===== src/rtl/fs_pkg.sv =====
// Shared types and defaults for the bit-serial full-subtractor datapath.
package fs_pkg;

  localparam int FS_DEFAULT_WIDTH = 16;

  typedef enum logic [1:0] {
    S_IDLE,
    S_BUSY,
    S_DONE
  } fs_state_t;

endpackage


===== src/rtl/fs_1bit.sv =====
// Combinational full-subtractor cell: diff = x - y - bi, bo = borrow out.
module fs_1bit (
  input  logic x,
  input  logic y,
  input  logic bi,
  output logic diff,
  output logic bo
);

  assign diff = x ^ y ^ bi;
  assign bo   = (~x & y) | (~(x ^ y) & bi);

endmodule


===== src/rtl/fs_16bit_serial.sv =====
// Bit-serial subtractor d = a - b - bin, LSB first through one fs_1bit cell.
// Optional signed-overflow flag is built only when SUB_OVF_EN is defined.
//
// state  | meaning
// S_IDLE | in_ready=1, waiting for operands
// S_BUSY | one difference bit per clock, WIDTH cycles
// S_DONE | out_valid=1, result held until out_ready
module fs_16bit_serial
  import fs_pkg::*;
#(
  parameter int WIDTH = FS_DEFAULT_WIDTH
) (
  input  logic             clk,
  input  logic             rst_n,
  input  logic             in_valid,
  output logic             in_ready,
  input  logic [WIDTH-1:0] a,
  input  logic [WIDTH-1:0] b,
  input  logic             bin,
  output logic             out_valid,
  input  logic             out_ready,
  output logic [WIDTH-1:0] d,
  output logic             bout,
  output logic             ovf
);

  localparam int CNT_W = $clog2(WIDTH);
  localparam logic [CNT_W-1:0] CNT_LAST = CNT_W'(WIDTH - 1);

  fs_state_t        state;
  fs_state_t        state_nxt;
  logic [CNT_W-1:0] count;
  logic [WIDTH-1:0] a_sr;
  logic [WIDTH-1:0] b_sr;
  logic [WIDTH-2:0] diff_sr;
  logic             borrow;
  logic             cell_diff;
  logic             cell_bo;
  logic             last_bit;
  logic [WIDTH-1:0] d_q;
  logic             bout_q;

  fs_1bit u_cell (
    .x    (a_sr[0]),
    .y    (b_sr[0]),
    .bi   (borrow),
    .diff (cell_diff),
    .bo   (cell_bo)
  );

  assign last_bit = (count == CNT_LAST);

  always_ff @(posedge clk) begin
    if (!rst_n) state <= S_IDLE;
    else        state <= state_nxt;
  end

  always_comb begin
    state_nxt = state;
    in_ready  = 1'b0;
    out_valid = 1'b0;
    unique case (state)
      S_IDLE: begin
        in_ready = 1'b1;
        if (in_valid) state_nxt = S_BUSY;
      end
      S_BUSY: begin
        if (last_bit) state_nxt = S_DONE;
      end
      S_DONE: begin
        out_valid = 1'b1;
        if (out_ready) state_nxt = S_IDLE;
      end
      default: state_nxt = S_IDLE;
    endcase
  end

  // Operands shift right so the cell always sees bit 0; the difference
  // enters from the MSB side and the last bit completes the word in d_q.
  always_ff @(posedge clk) begin
    if (!rst_n) begin
      count   <= '0;
      a_sr    <= '0;
      b_sr    <= '0;
      diff_sr <= '0;
      borrow  <= 1'b0;
      d_q     <= '0;
      bout_q  <= 1'b0;
    end else begin
      unique case (state)
        S_IDLE: begin
          if (in_valid) begin
            a_sr   <= a;
            b_sr   <= b;
            borrow <= bin;
            count  <= '0;
          end
        end
        S_BUSY: begin
          a_sr    <= a_sr >> 1;
          b_sr    <= b_sr >> 1;
          diff_sr <= (WIDTH-1)'({cell_diff, diff_sr} >> 1);
          borrow  <= cell_bo;
          if (last_bit) begin
            d_q    <= {cell_diff, diff_sr};
            bout_q <= cell_bo;
          end else begin
            count <= count + CNT_W'(1);
          end
        end
        default: ;
      endcase
    end
  end

  assign d    = d_q;
  assign bout = bout_q;

`ifdef SUB_OVF_EN
  logic ovf_q;

  // On the last bit the shift registers present the operand sign bits.
  always_ff @(posedge clk) begin
    if (!rst_n) begin
      ovf_q <= 1'b0;
    end else if (state == S_BUSY && last_bit) begin
      ovf_q <= (a_sr[0] != b_sr[0]) && (cell_diff != a_sr[0]);
    end
  end

  assign ovf = ovf_q;
`else
  assign ovf = 1'b0;
`endif

endmodule


===== config.mk =====
export PLATFORM = sky130hd
export DESIGN_NAME = fs_16bit_serial
export DESIGN_NICKNAME = d
export VERILOG_FILES = /design/src/rtl/fs_pkg.sv /design/src/rtl/fs_1bit.sv /design/src/rtl/fs_16bit_serial.sv
export SDC_FILE = /design/constraint.sdc
export NUM_CORES = 1
export LEC_CHECK = 0
export CAP_MARGIN = 25
export CORE_AREA = 10 10 91 93
export CTS_BUF_LIST = sky130_fd_sc_hd__clkbuf_8
export CTS_CLUSTER_DIAMETER = 100
export DETAILED_ROUTE_END_ITERATION = 10
export DIE_AREA = 0 0 101 103
export PLACE_DENSITY = 0.75
export SLEW_MARGIN = 20
export SYNTH_ARGS = -nofsm -noshare
export SYNTH_HDL_FRONTEND = slang
export SYNTH_SLANG_ARGS = --single-unit

===== constraint.sdc =====
create_clock -name clk -period 2.1 [get_ports clk]
set_input_delay 0.42 -clock clk [delete_from_list [all_inputs] [get_ports clk]]
set_output_delay 0.42 -clock clk [all_outputs]
set_load 0.03 [all_outputs]

# == Word level (Yosys, flattened, before mapping) ==
# Index checks and enable logic that the tools add are counted.
# word_totals
regBits,71
input_bits,37
output_inout_bits,20
word_cells,44
# op_classes
n_addsub,1
n_eq_ne,7
mux,15
bitwise,7
reduce_logical,6
# op_table
op,n
$pmux W16 S2,2
$mux W16,2
$mux W4,2
$ne A2 B2 Y1 const B,4
$pmux W4 S2,1
$mux W2,3
$pmux W2 S3,1
$reduce_and A3 Y1,2
$add A4 B1 Y4 const B,1
$eq A4 B4 Y1 const B,1
$reduce_and A2 Y1,2
$mux W1,3
$and A1 B1 Y1,2
$eq A2 B1 Y1 const B,1
$eq A2 B2 Y1 const B,1
$logic_not A2 Y1,1
$not A1 Y1,2
$pmux W1 S2,1
$reduce_bool A2 Y1,1
$xor A1 B1 Y1,2
$or A1 B1 Y1,1

# == Logic depth before layout (Yosys ltp) ==
# Gate-level depths: netlist of the first run.
# logic_depth
ltp_word,5
mapped_depth,6
mapped_depth_nobuf,4

# == Cells and area by module ==
# From an unflattened synthesis of the first run, not the netlist that was laid out.
# hier_totals
hier_cells,355
hier_area_um2,2939.1
# modules_own_cells
module,n_inst,cells_each,area_per_inst_um2,seq_area_each_um2
fs_16bit_serial,1,351,2907.8,1421.4
fs_1bit,1,4,31.3,0.0

# == Least setup slack after synthesis of the first run ==
# No wires, ideal clock.
# synth_path
path_kind,reg2reg
from,register count[0]
to,register count[2]
setup_ns,0.136
t_arrival_ns,1.228
required_ns,1.964
slack_ns,0.736
stages_incl_launch_ff,6
n_path_buf,1
period_less_slack_ns,1.364
cell_sequence,dfxtp_1 > ha_1 > and3_1 > buf_4 > a21oi_1 > a211oi_1
# synth_between
elab_chain_cells,3
elab_cells_between_ends,6
cone_classes,add/sub (1); eq/ne (2); mux (2); reduce/logical (1)
# synth_rtl
element,line_no,text
start: declaration,fs_16bit_serial.sv:32,logic [CNT_W-1:0] count;
start signal: assignment,fs_16bit_serial.sv:108,count <= count + CNT_W'(1);
$add A4 B1 Y4 or $eq A4 B4 Y1 (tied branches),"fs_16bit_serial.sv:108, fs_16bit_serial.sv:51",
$mux W4 or $ne A2 B2 Y1 (tied branches),--,
$pmux W4 S2 or $reduce_and A3 Y1 (tied branches),--,
# Several ways; a longest one is shown, not always the timed one. The select of a mux whose other input is x is not followed.
# A chain may end at the register's enable or synchronous reset.

# == Final worst setup path of the first run ==
# layout_path
from,register state[1]
to,output out_valid
# layout_between
elab_chain_cells,2
# layout_rtl
element,line_no,text
start: declaration,fs_16bit_serial.sv:30,fs_state_t state;
start signal: assignment,fs_16bit_serial.sv:55,else state <= state_nxt;
$eq A2 B2 Y1,fs_16bit_serial.sv:62,unique case (state)
$mux W1,fs_16bit_serial.sv:62,
end: declaration,fs_16bit_serial.sv:20,"output logic out_valid,"
# Every way passes these cells.

==> flow_metrics.py, run 1 <==
metrics = {
    "timing": {
        "fmax_ghz": 0.495,
        "rsz0062_at_grt": "false",
        "hold_viol": 0,
        "slew_headroom_pct": 60.1,
        "max_slew.worst_pin.slew_ps": 598,
        "finalWorstSetupSlack_ps": 78.0,
        "final-setup-viol-count": 0,
        "finalCritPeriodShare_pct": 96.3,
        "finalSetupTns_ps": 0,
        "fin_skew_ps": 11.3,
        "slew_viol_final": 0,
        "min_period_ps": 2020,
    },
    "critical_path": {
        "crit_path_start_kind": "flop",
        "critPathMaxStageDelay_ps": 690,
        "cp.arrival_ps": 1600,
        "path_cells": "nor2b_1 > clkdlybuf4s50_1",
        "cp.required_ps": 1680,
        "cpMaxStageDelayCell": "clkdlybuf4s50_1",
        "path_max_fanout": 6,
        "end_kind": "output pin",
        "crit_type": "reg2out",
    },
    "synth": {
        "synth_warnings": 0,
        "syn_inst": 357,
        "avgSynthCellArea_um2": 7.97,
        "netlist_area_mm2": 0.00285,
        "ys_seq_area_share_pct": 50.0,
        "synthesis.nets": 396,
        "ys_types": 30,
        "synth_seq_cells": 71,
    },
    "route": {
        "drtPass1Iterations": 4,
        "viasPerCell": 5.25,
        "ant_nets": 0,
        "wl_um": 6550,
        "avgRoutedWirePerCell_um": 13.4,
        "vias": 2565,
        "drt_iter0_markers": 154,
        "drc": 0,
    },
    "die": {
        "rows": 30,
        "io_pins": 57,
        "start_util_pct": 43.3,
        "core_area_mm2": 0.00657,
        "die_y_um": 103,
        "die_w_um": 101,
        "dieArea_mm2": 0.0104,
    },
    "cells_and_area": {
        "antenna_cells": 0,
        "fin_nets": 443,
        "area_growth_pct": 27.1,
        "final_layout_size_suffix_gt1_share_pct": 8.07,
    },
    "placed_design": {
        "place.gp.congestion": 0.777,
        "numPortBuffers": 55,
        "dp_hpwl_um": 4530,
        "pre_cts_slack_ps": 173,
    },
    "clock_tree": {
        "clk_pin_slew_ps": 80,
        "clock-sinks": 71,
        "postCtsSetupRepairBufs": 0,
        "clock_path_buffers": 2,
        "insertion_delay_ps": 350,
        "tritoncts": "yes",
        "cts_resized": 0,
        "htreeDepth": 3,
        "cts-root-buf": "clkbuf_8",
        "cts_buffers": 9,
        "cts_hold_buf": 0,
    },
    "power": {
        "leakagePower_uw": 0.00131,
        "power.total_uw": 2740,
        "powerDensity_mw_per_mm2": 759,
        "ir_worst_vdd_mv": 0.419,
    },
    "job": {
        "drv_cap": 0,
    },
    "global_route": {
        "grt-ovfl-total": 0,
        "grt_max_degree": 38,
        "grt_pass1_vias": 2481,
        "grt_pass1_wl_um": 10900,
        "grtUsageTotal_pct": 12.7,
        "antenna_found_initial": 0,
    },
    "status": {
        "status": "completed",
    },
    "hold_path": {
        "hp-class": "reg2reg",
    },
}
==> state kept, by name, summed over array words and instances (netlist names) <==
name / flops
d: 16
bout: 1
count: 4
b_sr: 16
a_sr: 16
diff_sr: 15
state: 2
borrow: 1
==> placed cells by master (no fill, tap or decap), drive strengths merged <==
cell type	n
o21a	3
conb	1
ha	1
buf	13
fa	1
and3	1
inv	5
nand4	1
clkinv	3
nor2b	2
clkinvlp	1
nand3	17
clkdlybuf4s50	54
a21oi	91
a41oi	1
a32oi	2
nand2	67
and2b	1
dlymetal6s2s	1
a221oi	2
o21bai	1
a211oi	3
o22ai	2
a31oi	1
dfxtp	71
nand2b	2
nor2	4
o21ai	45
clkbuf	10
and2	1
o21ba	1
==> worst paths after layout <==
path | cells after the start | from | slack, ps | end
worst max-delay path | 2 | state[1] | 80 | out_valid
worst min-delay path | 2 | diff_sr[12] | 460 | diff_sr[11]
worst max register to register | 4 | count[0] | 460 | d[9]
worst min register to register | 2 | diff_sr[12] | 460 | diff_sr[11]
==> critical path, delay by kind of cell, from the launching register on <==
kind	cells	cell delay, ps
simple gates	1	180
buf+inv	1	690
flops	1	390
==> metal layers <==
layer	up-vias	share of wire, %	GRT usage (%)
met4	0	1.6	5.79
met5	-	0	0
met3	10	6.4	4.29
met1	1169	46	15.1
met2	55	46	20.4
li1	1331	-	-
==> kinds of logic (layout without fill, tap and decap cells) <==
| family | count (synthesis) | count (layout) | synth area share [%] |
|---|---|---|---|
| other | 1 | 1 | 0.132 |
| DFF | 71 | 71 | 50.0 |
| AOI/OAI and AO/OA | 152 | 152 | 28.5 |
| buffers and inverters | 35 | 87 | 6.16 |
| adders and majority gates | 2 | 2 | 1.14 |
| and+or+nand+nor | 96 | 96 | 14.2 |
==> metrics by stage <==
| stage | instances | instance area, um2 | hold WS, ps | utilization, % |
|---|---|---|---|---|
| CTS | 489 | 3610 | 460 | 55.0 |
| global placement | 473 | 3430 | 445 | 52.3 |
| finish | 489 | 3620 | 461 | 55.1 |
| global route | 489 | 3620 | 490 | 55.1 |
| detailed placement | 473 | 3430 | 459 | 52.3 |
| floorplan | 357 | 2850 | 437 | - |
==> Yosys cell counts, drive strengths merged <==
| cell type | instances | share of area (%) |
|---|---|---|
| nand2 | 67 | 8.8 |
| nor2b | 2 | 0.44 |
| nand3 | 17 | 3.0 |
| ha | 1 | 0.44 |
| clkbuf | 10 | 1.4 |
| a41oi | 1 | 0.31 |
| o21ai | 45 | 7.9 |
| and3 | 1 | 0.22 |
| nand4 | 1 | 0.22 |
| a21oi | 91 | 16 |
| a31oi | 1 | 0.22 |
| a221oi | 2 | 0.62 |
| o21a | 3 | 0.79 |
| o21bai | 1 | 0.40 |
| buf | 22 | 4.4 |
| o21ba | 1 | 0.35 |
| fa | 1 | 0.70 |
| a211oi | 3 | 0.79 |
| dfxtp | 71 | 50 |
| inv | 3 | 0.40 |
| conb | 1 | 0.13 |
| nand2b | 2 | 0.44 |
| o22ai | 2 | 0.44 |
| and2 | 1 | 0.22 |
| and2b | 1 | 0.26 |
| nor2 | 4 | 0.53 |
| a32oi | 2 | 0.62 |
==> report_power, final <==
part | switching [uW] | internal [uW]
Clock | 526 | 466
Sequential | 32.8 | 1410
Combinational | 171 | 142
==> layout make-up <==
class                   count  area, um2
well taps                  80        100
clock buffers              10        138
inverters                   3       11.3
clock inverters             6       43.8
fillers                   610       2950
flip-flops and latches     71       1420
multi-input cells         251       1250
repair buffers             68        651
(Power assumes the default switching activity.)
==> run 2: changes to the inputs <==
--- a/config.mk
+++ b/config.mk
@@ -5,13 +5,12 @@
 export SDC_FILE = /design/constraint.sdc
 export NUM_CORES = 1
 export LEC_CHECK = 0
-export CAP_MARGIN = 25
 export CORE_AREA = 10 10 91 93
 export CTS_BUF_LIST = sky130_fd_sc_hd__clkbuf_8
 export CTS_CLUSTER_DIAMETER = 100
 export DETAILED_ROUTE_END_ITERATION = 10
 export DIE_AREA = 0 0 101 103
-export PLACE_DENSITY = 0.75
+export PLACE_DENSITY = 0.77
 export SLEW_MARGIN = 20
 export SYNTH_ARGS = -nofsm -noshare
 export SYNTH_HDL_FRONTEND = slang
==> constraint.sdc (replaced) <==
create_clock -name clk -period 1.74 [get_ports clk]
set_input_delay 0.348 -clock clk [delete_from_list [all_inputs] [get_ports clk]]
set_output_delay 0.348 -clock clk [all_outputs]
set_load 0.03 [all_outputs]
==> flow_metrics.py, run 2 (synthesized netlist as in run 1, its figures left out) <==
metrics = {
    "status": {
        "status": "completed",
    },
    "critical_path": {
        "end_kind": "output pin",
        "path_cells": "clkdlybuf4s50_1",
        "reg2reg_slack_ps": 280,
        "timing.rr.end": "b_sr[4]",
        "crit_type": "reg2out",
        "critPathTopFamily": "buffers and inverters",
        "crit_path_start_kind": "flop",
        "cp.required_ps": 1390,
        "r2r-start": "state[0]",
        "cp.arrival_ps": 1340,
        "cpMaxStageDelayCell": "clkdlybuf4s50_1",
        "rr_worst_depth": 5,
        "critPathMaxStageDelay_ps": 670,
        "path_max_fanout": 2,
        "cp_num_buf_inv": 1,
    },
    "cells_and_area": {
        "multi_input_area_mm2": 0.00125,
        "final_common_cell": "a21oi_1",
        "layout_common_cells": "a21oi_1 (91), dfxtp_1 (71), nand2_1 (67)",
        "seqCellArea_mm2": 0.00142,
        "layout.cells.non_filler": 494,
        "fin_nets": 449,
        "final_layout_size_suffix_gt1_share_pct": 9.18,
        "area_growth_pct": 30.6,
        "fill_cells": 589,
        "antenna_cells": 0,
    },
    "timing": {
        "hold_viol": 0,
        "fin_skew_ps": 4.71,
        "finalCritPeriodShare_pct": 97.0,
        "final-setup-viol-count": 0,
        "finalSetupTns_ps": 0,
        "slew_viol_final": 0,
        "min_period_ps": 1690,
        "rsz0062_at_grt": "false",
        "fmax_ghz": 0.592,
    },
    "clock_tree": {
        "clock_path_buffers": 2,
        "cts_hold_buf": 0,
        "clk_pin_slew_ps": 70,
        "cts_buffers": 9,
        "clock-sinks": 71,
        "insertion_delay_ps": 340,
        "cts_resized": 2,
        "postCtsSetupRepairBufs": 0,
        "htreeDepth": 3,
        "cts-root-buf": "clkbuf_8",
        "tritoncts": "yes",
    },
    "power": {
        "swShare_pct": 24.0,
        "leakagePower_uw": 0.00150,
        "seqPwrFrac_pct": 50.6,
        "p_sw_uw": 823,
        "power.share.combinational_pct": 11.8,
        "powerDensity_mw_per_mm2": 924,
        "intPower_uw": 2610,
        "ir_worst_vdd_mv": 0.448,
        "clock_power_share_pct": 37.6,
    },
    "placed_design": {
        "place.gp.congestion": 0.815,
        "numPortBuffers": 55,
        "dp_hpwl_um": 4750,
        "place_inst": 479,
    },
    "die": {
        "die_w_um": 101,
        "core_area_mm2": 0.00657,
        "io_pins": 57,
        "rows": 30,
        "dieArea_mm2": 0.0104,
        "die_y_um": 103,
        "start_util_pct": 43.3,
    },
    "route": {
        "drt_iter0_markers": 128,
        "avgRoutedWirePerCell_um": 13.8,
        "viasPerCell": 5.34,
        "wl_um": 6830,
        "vias": 2637,
        "drtPass1Iterations": 4,
        "drc": 0,
        "ant_nets": 0,
    },
    "job": {
        "drv_cap": 0,
    },
    "global_route": {
        "grt_pass1_wl_um": 11500,
        "grt-ovfl-total": 0,
        "grt_pass1_vias": 2562,
        "grtUsageTotal_pct": 13.8,
        "antenna_found_initial": 0,
        "grt_max_degree": 26,
    },
    "hold_path": {
        "whs_endpoint": "diff_sr[0]",
        "hp-class": "reg2reg",
        "hold_path.startpoint": "diff_sr[0]",
        "hold_path_depth": 2,
    },
}
-- run 2: stage by stage --
step	setup WS (ps)	area (um2)	util [%]	hold slack, ps	power, uW
floorplan	376	2850	-	437	2000
global placement	112	3500	53.3	445	2160
detailed placement	108	3500	53.3	462	2170
CTS	5.97	3700	56.3	472	3460
global route	2.61	3720	56.6	493	3600
finish	52.2	3720	56.6	469	3430
-- run 2: worst max path at each step --
stage / slack (ps) / cells past startpoint / startpoint / end
6_report: 50 / 1 / d[6] / d[6]
5_1_grt: 3 / 1 / d[11] / d[11]
2_1_floorplan: 380 / 5 / count[0] / count[2]
4_1_cts: 6 / 1 / d[15] / d[15]
3_3_place_gp: 110 / 2 / state[1] / out_valid
3_5_place_dp: 110 / 4 / in_valid / count[2]
-- run 2: worst register-to-register path, stage by stage, from the launching register on --
cell	delay, ps
dfxtp_1	410
buf_4	150
and2b_2	320
buf_4	270
a21oi_1	100
a21oi_1	150
-- run 2: layout make-up --
class	count	share of cell area, %
Clock buffer	11	4.07
Clock inverter	4	1.25
Inverter	3	0.303
Multi-Input combinational cell	251	33.7
Sequential cell	71	38.2
Tap cell	80	2.69
Timing Repair Buffer	74	19.7
-- run 2: routing by layer --
| metal | vias up | wire length (um) | GRT usage, % |
|---|---|---|---|
| li1 | 1335 | - | - |
| met1 | 1211 | 3010 | 15.6 |
| met2 | 80 | 3270 | 22.2 |
| met3 | 11 | 426 | 5.83 |
| met4 | 0 | 119 | 5.79 |
| met5 | - | 0 | 0 |
-- run 2: power by group through the flow --
stage / Combinational (uW) / Clock, uW / Sequential, uW
2_1_floorplan: 242 / 0 / 1760
3_3_place_gp: 392 / 0 / 1770
3_5_place_dp: 401 / 0 / 1770
4_1_cts: 404 / 1320 / 1740
5_1_grt: 455 / 1400 / 1740
6_report: 404 / 1290 / 1740
